$ cat config.mk
export PLATFORM = sky130hd
export DESIGN_NAME = inst_rom_arbiter
export DESIGN_NICKNAME = d
export VERILOG_FILES = /design/src/rtl/inst_rom_arbiter_pkg.sv /design/src/rtl/inst_rom_arbiter.sv
export SDC_FILE = /design/constraint.sdc
export NUM_CORES = 1
export LEC_CHECK = 0
export ABC_AREA = 1
export BUFFER_PORTS_ARGS = -buffer_cell sky130_fd_sc_hd__clkbuf_2
export CORE_ASPECT_RATIO = 2
export CORE_MARGIN = 2
export CORE_UTILIZATION = 47
export DETAILED_ROUTE_END_ITERATION = 8
export PLACE_DENSITY = 0.86
export SYNTH_ARGS = -nofsm -noshare
export SYNTH_HDL_FRONTEND = slang
export SYNTH_SLANG_ARGS = --single-unit
$ cat constraint.sdc
create_clock -name clk -period 3.08 [get_ports clk]
set_input_delay 0.154 -clock clk [delete_from_list [all_inputs] [get_ports clk]]
set_output_delay 0.154 -clock clk [all_outputs]
set_load 0.005 [all_outputs]
$ cat src/rtl/inst_rom_arbiter_pkg.sv
// Shared defines for the instruction-fetch path: bus widths, ROM depth,
// chip-enable levels and the port identifiers used by the ROM arbiter.
package inst_rom_arbiter_pkg;

   localparam int   InstAddrBus = 32;
   localparam int   InstBus     = 64;
   localparam int   InstMemNum  = 131072;

   localparam logic ChipEnable  = 1'b1;
   localparam logic ChipDisable = 1'b0;

   localparam logic [InstBus-1:0] ZeroDoubleWord = 64'h0;

   // Port identifiers, also the encoding of the "last granted" register.
   localparam logic PortIF  = 1'b0;
   localparam logic PortDbg = 1'b1;

endpackage

$ cat src/rtl/inst_rom_arbiter.sv
// Round-robin share of the instruction ROM read port between the IF stage
// (port 0) and the debug/loader read-back (port 1), with a registered response.
module inst_rom_arbiter
   import inst_rom_arbiter_pkg::*;
#(
   parameter int ADDR_W  = InstAddrBus,
   parameter int DATA_W  = InstBus,
   parameter int MEM_NUM = InstMemNum
) (
   input  logic              clk,
   input  logic              rst,
   input  logic              req0_i,
   input  logic [ADDR_W-1:0] addr0_i,
   input  logic              req1_i,
   input  logic [ADDR_W-1:0] addr1_i,
   input  logic              flush0_i,
   output logic              gnt0_o,
   output logic              gnt1_o,
   output logic              rvalid0_o,
   output logic              rvalid1_o,
   output logic [DATA_W-1:0] rdata_o,
   output logic              rerr_o,
   output logic              rom_ce_o,
   output logic [ADDR_W-1:0] rom_addr_o,
   input  logic [DATA_W-1:0] rom_inst_i
);

   logic              r_last_q;
   logic              r_rvalid0_q;
   logic              r_rvalid1_q;
   logic [DATA_W-1:0] r_rdata_q;
   logic              r_rerr_q;

   logic              w_gnt0;
   logic              w_gnt1;
   logic              w_grant;
   logic [ADDR_W-1:0] w_addr;
   logic              w_err;

   // Grants are gated by reset so the ROM is idle while reset is held.
   always_comb begin
      w_gnt0 = 1'b0;
      w_gnt1 = 1'b0;
      if (rst) begin
         if (req0_i && (!req1_i || (r_last_q == PortDbg))) begin
            w_gnt0 = 1'b1;
         end else if (req1_i) begin
            w_gnt1 = 1'b1;
         end
      end
   end

   assign w_grant = w_gnt0 | w_gnt1;
   assign w_addr  = w_gnt1 ? addr1_i : (w_gnt0 ? addr0_i : '0);
   assign w_err   = (w_addr[2:0] != 3'b000) ||
                    ({3'b000, w_addr[ADDR_W-1:3]} >= ADDR_W'(MEM_NUM));

   always_ff @(posedge clk or negedge rst) begin
      if (!rst) begin
         r_last_q    <= PortDbg;
         r_rvalid0_q <= 1'b0;
         r_rvalid1_q <= 1'b0;
         r_rdata_q   <= '0;
         r_rerr_q    <= 1'b0;
      end else begin
         // A flushed port-0 grant still consumes its turn; only the valid is dropped.
         r_rvalid0_q <= w_gnt0 & ~flush0_i;
         r_rvalid1_q <= w_gnt1;
         if (w_grant) begin
            r_last_q  <= w_gnt1 ? PortDbg : PortIF;
            r_rdata_q <= w_err ? DATA_W'(ZeroDoubleWord) : rom_inst_i;
            r_rerr_q  <= w_err;
         end
      end
   end

   assign gnt0_o     = w_gnt0;
   assign gnt1_o     = w_gnt1;
   assign rom_ce_o   = w_grant ? ChipEnable : ChipDisable;
   assign rom_addr_o = w_addr;
   assign rvalid0_o  = r_rvalid0_q;
   assign rvalid1_o  = r_rvalid1_q;
   assign rdata_o    = r_rdata_q;
   assign rerr_o     = r_rerr_q;

endmodule

== After elaboration in Yosys (flattened, before gate mapping) ==
Index checks and enable logic that the tools add are counted.
Word-level totals
  register bits: 68
  bits of input ports: 133
  output and inout port bits: 102
  word-level logic and storage cells: 24
Cells by class
  order comparisons: 1
  mux-type cells: 10
  bitwise gates (word level): 3
  reductions and logical operators: 5
Operators by type and width (count)
  two-way mux 32 bit: 2
  two-way mux 64 bit: 1
  greater-or-equal comparator 29 x 18 -> 1 bit (second input constant): 1
  two-way mux 1 bit: 7
  nonzero test 3 bit: 1
  logical OR 1 bit: 2
  bitwise AND 1 bit: 1
  logical AND 1 bit: 1
  zero test 1 bit: 1
  NOT 1 bit: 1
  bitwise OR 1 bit: 1

== Logic depth before layout (Yosys ltp) ==
  depth in word-level cells: 10
  depth in mapped cells: 13
  depth with buffers taken out: 11

== Least setup slack after synthesis ==
OpenSTA, ideal clock, no wires.
  path kind: reg2reg
  start point: reg r_last_q
  end point: reg r_rerr_q (netlist: rerr_o)
  setup time: 0.130 ns
  arrival: 1.594 ns
  required time: 2.950 ns
  slack: 1.357 ns
  stages on the path, launching flop included: 13
  buffers on the path: 3
  period minus slack after synthesis: 1.723 ns
  path through: dfstp_2 > inv_1 > nand2_2 > nand2_2 > buf_6 > nand3_1 > nand2_1 > nor2_1 > nand2_1 > nor2_2 > buf_4 > buf_6 > nand4_1
Between the ends
  cells in the longest elaborated chain, start to end: 8
  elaborated cells on any way between the ends: 12
  those cells by class: order compare (1); mux (6); bitwise (1); reduce/logical (4)
Ends and longest elaborated chain
  from (decl): line inst_rom_arbiter.sv:28  | logic r_last_q;
  from (signal assigned): line inst_rom_arbiter.sv:60  | r_last_q <= PortDbg;
  from (signal assigned): line inst_rom_arbiter.sv:70  | r_last_q <= w_gnt1 ? PortDbg : PortIF;
  logical OR 1 bit (*): line inst_rom_arbiter.sv:45  | if (req0_i && (!req1_i || (r_last_q == PortDbg))) begin
  logical AND 1 bit (*): line inst_rom_arbiter.sv:45
  two-way mux 1 bit: line inst_rom_arbiter.sv:45
  two-way mux 1 bit: line inst_rom_arbiter.sv:44  | if (rst) begin
  two-way mux 32 bit: line inst_rom_arbiter.sv:54  | assign w_addr = w_gnt1 ? addr1_i : (w_gnt0 ? addr0_i : '0);
  two-way mux 32 bit (*): line inst_rom_arbiter.sv:54
  named net rom_addr_o[31]: line inst_rom_arbiter.sv:24  | output logic [ADDR_W-1:0] rom_addr_o,
  greater-or-equal comparator 29 x 18 -> 1 bit (*): line inst_rom_arbiter.sv:56  | ({3'b000, w_addr[ADDR_W-1:3]} >= ADDR_W'(MEM_NUM));
  logical OR 1 bit (*): line inst_rom_arbiter.sv:55  | assign w_err = (w_addr[2:0] != 3'b000) ||
  to (signal assigned): line inst_rom_arbiter.sv:72  | r_rerr_q <= w_err;
  to (decl): line inst_rom_arbiter.sv:32  | logic r_rerr_q;
Mark *: on every way through the listed nets, which the timed path passes. The rest lies on a longest branch.
A chain may end at the register's enable or synchronous reset.

== Worst setup path in the final report ==
  start point: reg r_last_q
  end point: reg r_rdata_q[28] (netlist: rdata_o[28])
Between the ends
  cells in the longest elaborated chain, start to end: 9
  elaborated cells on any way between the ends: 13
  those cells by class: order compare (1); mux (7); bitwise (1); reduce/logical (4)
Ends and longest elaborated chain
  logical OR 1 bit (*): line inst_rom_arbiter.sv:45
  logical AND 1 bit (*): line inst_rom_arbiter.sv:45
  two-way mux 1 bit: line inst_rom_arbiter.sv:45
  two-way mux 1 bit: line inst_rom_arbiter.sv:44
  two-way mux 32 bit (2 in a row): line inst_rom_arbiter.sv:54
  greater-or-equal comparator 29 x 18 -> 1 bit / nonzero test 3 bit (equally long branches): line inst_rom_arbiter.sv:56, inst_rom_arbiter.sv:55
  logical OR 1 bit: line inst_rom_arbiter.sv:55
  two-way mux 64 bit: line inst_rom_arbiter.sv:71  | r_rdata_q <= w_err ? DATA_W'(ZeroDoubleWord) : rom_inst_i;
  to (signal assigned): line inst_rom_arbiter.sv:71
  to (decl): line inst_rom_arbiter.sv:31  | logic [DATA_W-1:0] r_rdata_q;
Mark *: on every way between the ends. The rest lies on a longest branch, timed or not.

==> results_dict.tcl <==
set metrics [dict create \
    startpoint "r_last_q" \
    slowest_delay_ps 360 \
    path_depth 12 \
    gp_congestion 0.862 \
    synth_top_family_by_area "simple AND/OR/NAND/NOR gates" \
    cp_num_buf_inv 3 \
    max-vdd-ir-drop_uv 308 \
    initial_utilization 0.476 \
    area_growth_pct 36.4 \
    grt_pass1_vias 4127 \
    first_iter_violations 295 \
    htreeDepth 3 \
    clk_latency_ps 330 \
    p_leak_nw 3.44 \
    fmax_mhz 411 \
    cts.repair.resized 0 \
    instances_no_fill 837 \
    netlist_area_sq_mm 0.00389 \
    yosysTopAreaCellShare 0.431 \
    die_area_sq_mm 0.00907 \
    synth.distinct_cells 20 \
    num-fill-cells 683 \
    synth_area_leaders "dfrtp_1 43%, nand2_1 15%, nand4_1 13%, inv_1 6.9%, nor2_1 6.7%" \
    ys_ff_latch 68 \
    cpMostUsedCell "nand2_1" \
    postPlaceCellArea_sq_mm 0.00498 \
    drc_errors 0 \
    viasPerCell 5.19 \
    drt_pass1_iterations 4 \
    r2r_cells 12 \
    skew_ps 4.67 \
    clk_pin_slew_ps 50 \
    multiInputGateArea_sq_mm 0.00162 \
    arrival_ps 2690 \
    cts_root_buf "clkbuf_16" \
    fin_nets 867 \
    grt_max_degree 69 \
    num_rows 47 \
    finalSetupViolations 0 \
    final.period_utilization 0.789 \
    ctsHoldBuffers 0 \
    syn_avg_cell_area_sq_um 7.40 \
    crit_chain "inv_1 -> nand2_2 -> nand2_2 -> nand2_2 -> inv_4 -> nand2_1 -> nand2_1 -> nand2_1 -> nor2_4 -> buf_12 -> nand4_1 -> nand2_1" \
    fin_ws_ps 650 \
    ant_nets 0 \
    path_max_fanout 50 \
    grt_pass1_wl_mm 18.8 \
    pin_count 235 \
    wl_met2_mm 6.43 \
    cts_buffers 9 \
    synth_mux_area_frac 0 \
    final_area_sq_mm 0.00531 \
    rsz0062_at_grt "false" \
    yosysWarnings 0 \
    setup_tns_ps 0 \
    synth_fa_ha_area_frac 0 \
    antenna_found_initial 1 \
    met1_length_mm 4.33 \
    wl_mm 12.1 \
    critPathKind "reg2reg" \
    drv_cap 0 \
    post_cts_buffers 0 \
    rrSetupSlack_ps 650 \
    slowest_stage "dfstp_2" \
    hold_depth 2 \
    numPortBuffers 234 \
    cp-start-kind "flip-flop" \
    numPlacedInstances 821 \
    r2r-end "rdata_o[28]" \
    crit_family "simple AND/OR/NAND/NOR gates" \
    fp.dieW_microns 68.4 \
    highest_layer "met4" \
    seqCellArea_sq_mm 0.00170 \
    cts_tree "yes" \
    dp_hpwl_mm 9.01 \
    worstMarginPinSlew_ps 879 \
    via_count 4340 \
    gr-total-overflow 0 \
    hold_violations 0 \
    synth-compound-area-share 0.0398 \
    maxSlewViolCount 0 \
    wl_per_cell_microns 14.5 \
    layout_min_cycle_time_ps 2430 \
    synth-seq-area-share 0.437 \
    yosys.area.top_type "dfrtp_1" \
    synth_xor_area_frac 0 \
    holdWs_ps 38.8 \
    wl_met3_microns 942 \
    crit_end "rdata_o[28]" \
    hold_path_class "in2reg" \
    core_sq_mm 0.00817 \
    drive_above_1_share 0.360 \
    status "complete, no violations" \
    slew_headroom 0.414 \
    place_ws_ps 678 \
    end_kind "flip-flop" \
    cp_data_required_time_ps 3340 \
    synthSimpleGateAreaFrac 0.372 \
    ctsLongestPathBuffers 2 \
    total_power_mw 2.67 \
    powerDensity_mw_per_mm2 503 \
    grt_util_all_layers 0.272 \
    dieHeight_microns 133 \
    utilization 0.650 \
    reg2reg_from "r_last_q" \
    synth_cells 526 \
    syn-num-nets 659 \
    cts.sinks 68 \
]
-- worst reg2reg max path, stage by stage, from the launching register on --
cell     delay (ps)
dfstp_2         360
inv_1            70
nand2_2         180
nand2_2         270
nand2_2         140
inv_4           190
nand2_1          80
nand2_1          90
nand2_1          90
nor2_4          350
buf_12          300
nand4_1         170
nand2_1         110
-- state kept, by name, summed over array words and instances, names as in the netlist --
signal     flops
rvalid1_o      1
rerr_o         1
r_last_q       1
rvalid0_o      1
rdata_o       64
-- cells in the mapped netlist --
| master | instances |
|---|---|
| nor2_1 | 69 |
| clkbuf_1 | 13 |
| inv_4 | 1 |
| a22o_1 | 16 |
| nand2_1 | 154 |
| nand2_2 | 3 |
| buf_1 | 1 |
| buf_2 | 9 |
| nand3_2 | 1 |
| dfrtp_1 | 67 |
| nor2_2 | 2 |
| buf_6 | 16 |
| inv_2 | 1 |
| dfstp_2 | 1 |
| buf_4 | 4 |
| nand3_1 | 13 |
| nor3_2 | 1 |
| inv_1 | 72 |
| nand4_1 | 79 |
| o21ai_0 | 3 |
-- layout by cell type (no fill, tap or decap), drive strengths merged --
master	synthesis	final
o21ai	3	3
a22o	16	16
clkinv	0	2
dfrtp	67	67
clkbuf	13	244
clkinvlp	0	1
nor3	1	1
nand4	79	79
dfstp	1	1
bufinv	0	2
nand3	14	14
buf	30	7
inv	74	73
diode	0	1
nand2	157	157
nor2	71	71
-- where the power goes --
group | leakage (nW) | total [mW] | internal [mW] | switching [mW]
Sequential | 0.933 | 0.976 | 0.947 | 0.0298
Combinational | 2.35 | 0.584 | 0.214 | 0.370
Clock | 0.158 | 1.11 | 0.746 | 0.366
-- routing by layer --
layer,GRT usage,vias up
li1,-,2097
met1,0.302,1973
met2,0.465,240
met3,0.0697,30
met4,0.127,0
met5,0,-
-- logic make-up (layout without fill, tap and decap cells) --
| kind of cell | Yosys count | after routing |
|---|---|---|
| buffers and inverters | 117 | 329 |
| AOI/OAI and AO/OA | 19 | 19 |
| DFF | 68 | 68 |
| and+or+nand+nor | 322 | 322 |
| other | 0 | 1 |
-- how the worst min path moves through the flow --
stage / start / to
3_5_place_dp: flush0_i / rvalid0_o
3_3_place_gp: flush0_i / rvalid0_o
6_report: flush0_i / rvalid0_o
4_1_cts: flush0_i / rvalid0_o
2_1_floorplan: rst / rdata_o[0]
5_1_grt: flush0_i / rvalid0_o
-- layout make-up --
cell class                 instances  area share
multi-input combinational        341       0.305
clock inverter                     4      0.0137
inverter                          74      0.0530
sequential                        68       0.321
timing repair buffer             240       0.237
antenna                            1    0.000471
tap                               98      0.0231
clock buffer                      11      0.0476
(Power assumes the default switching activity.)
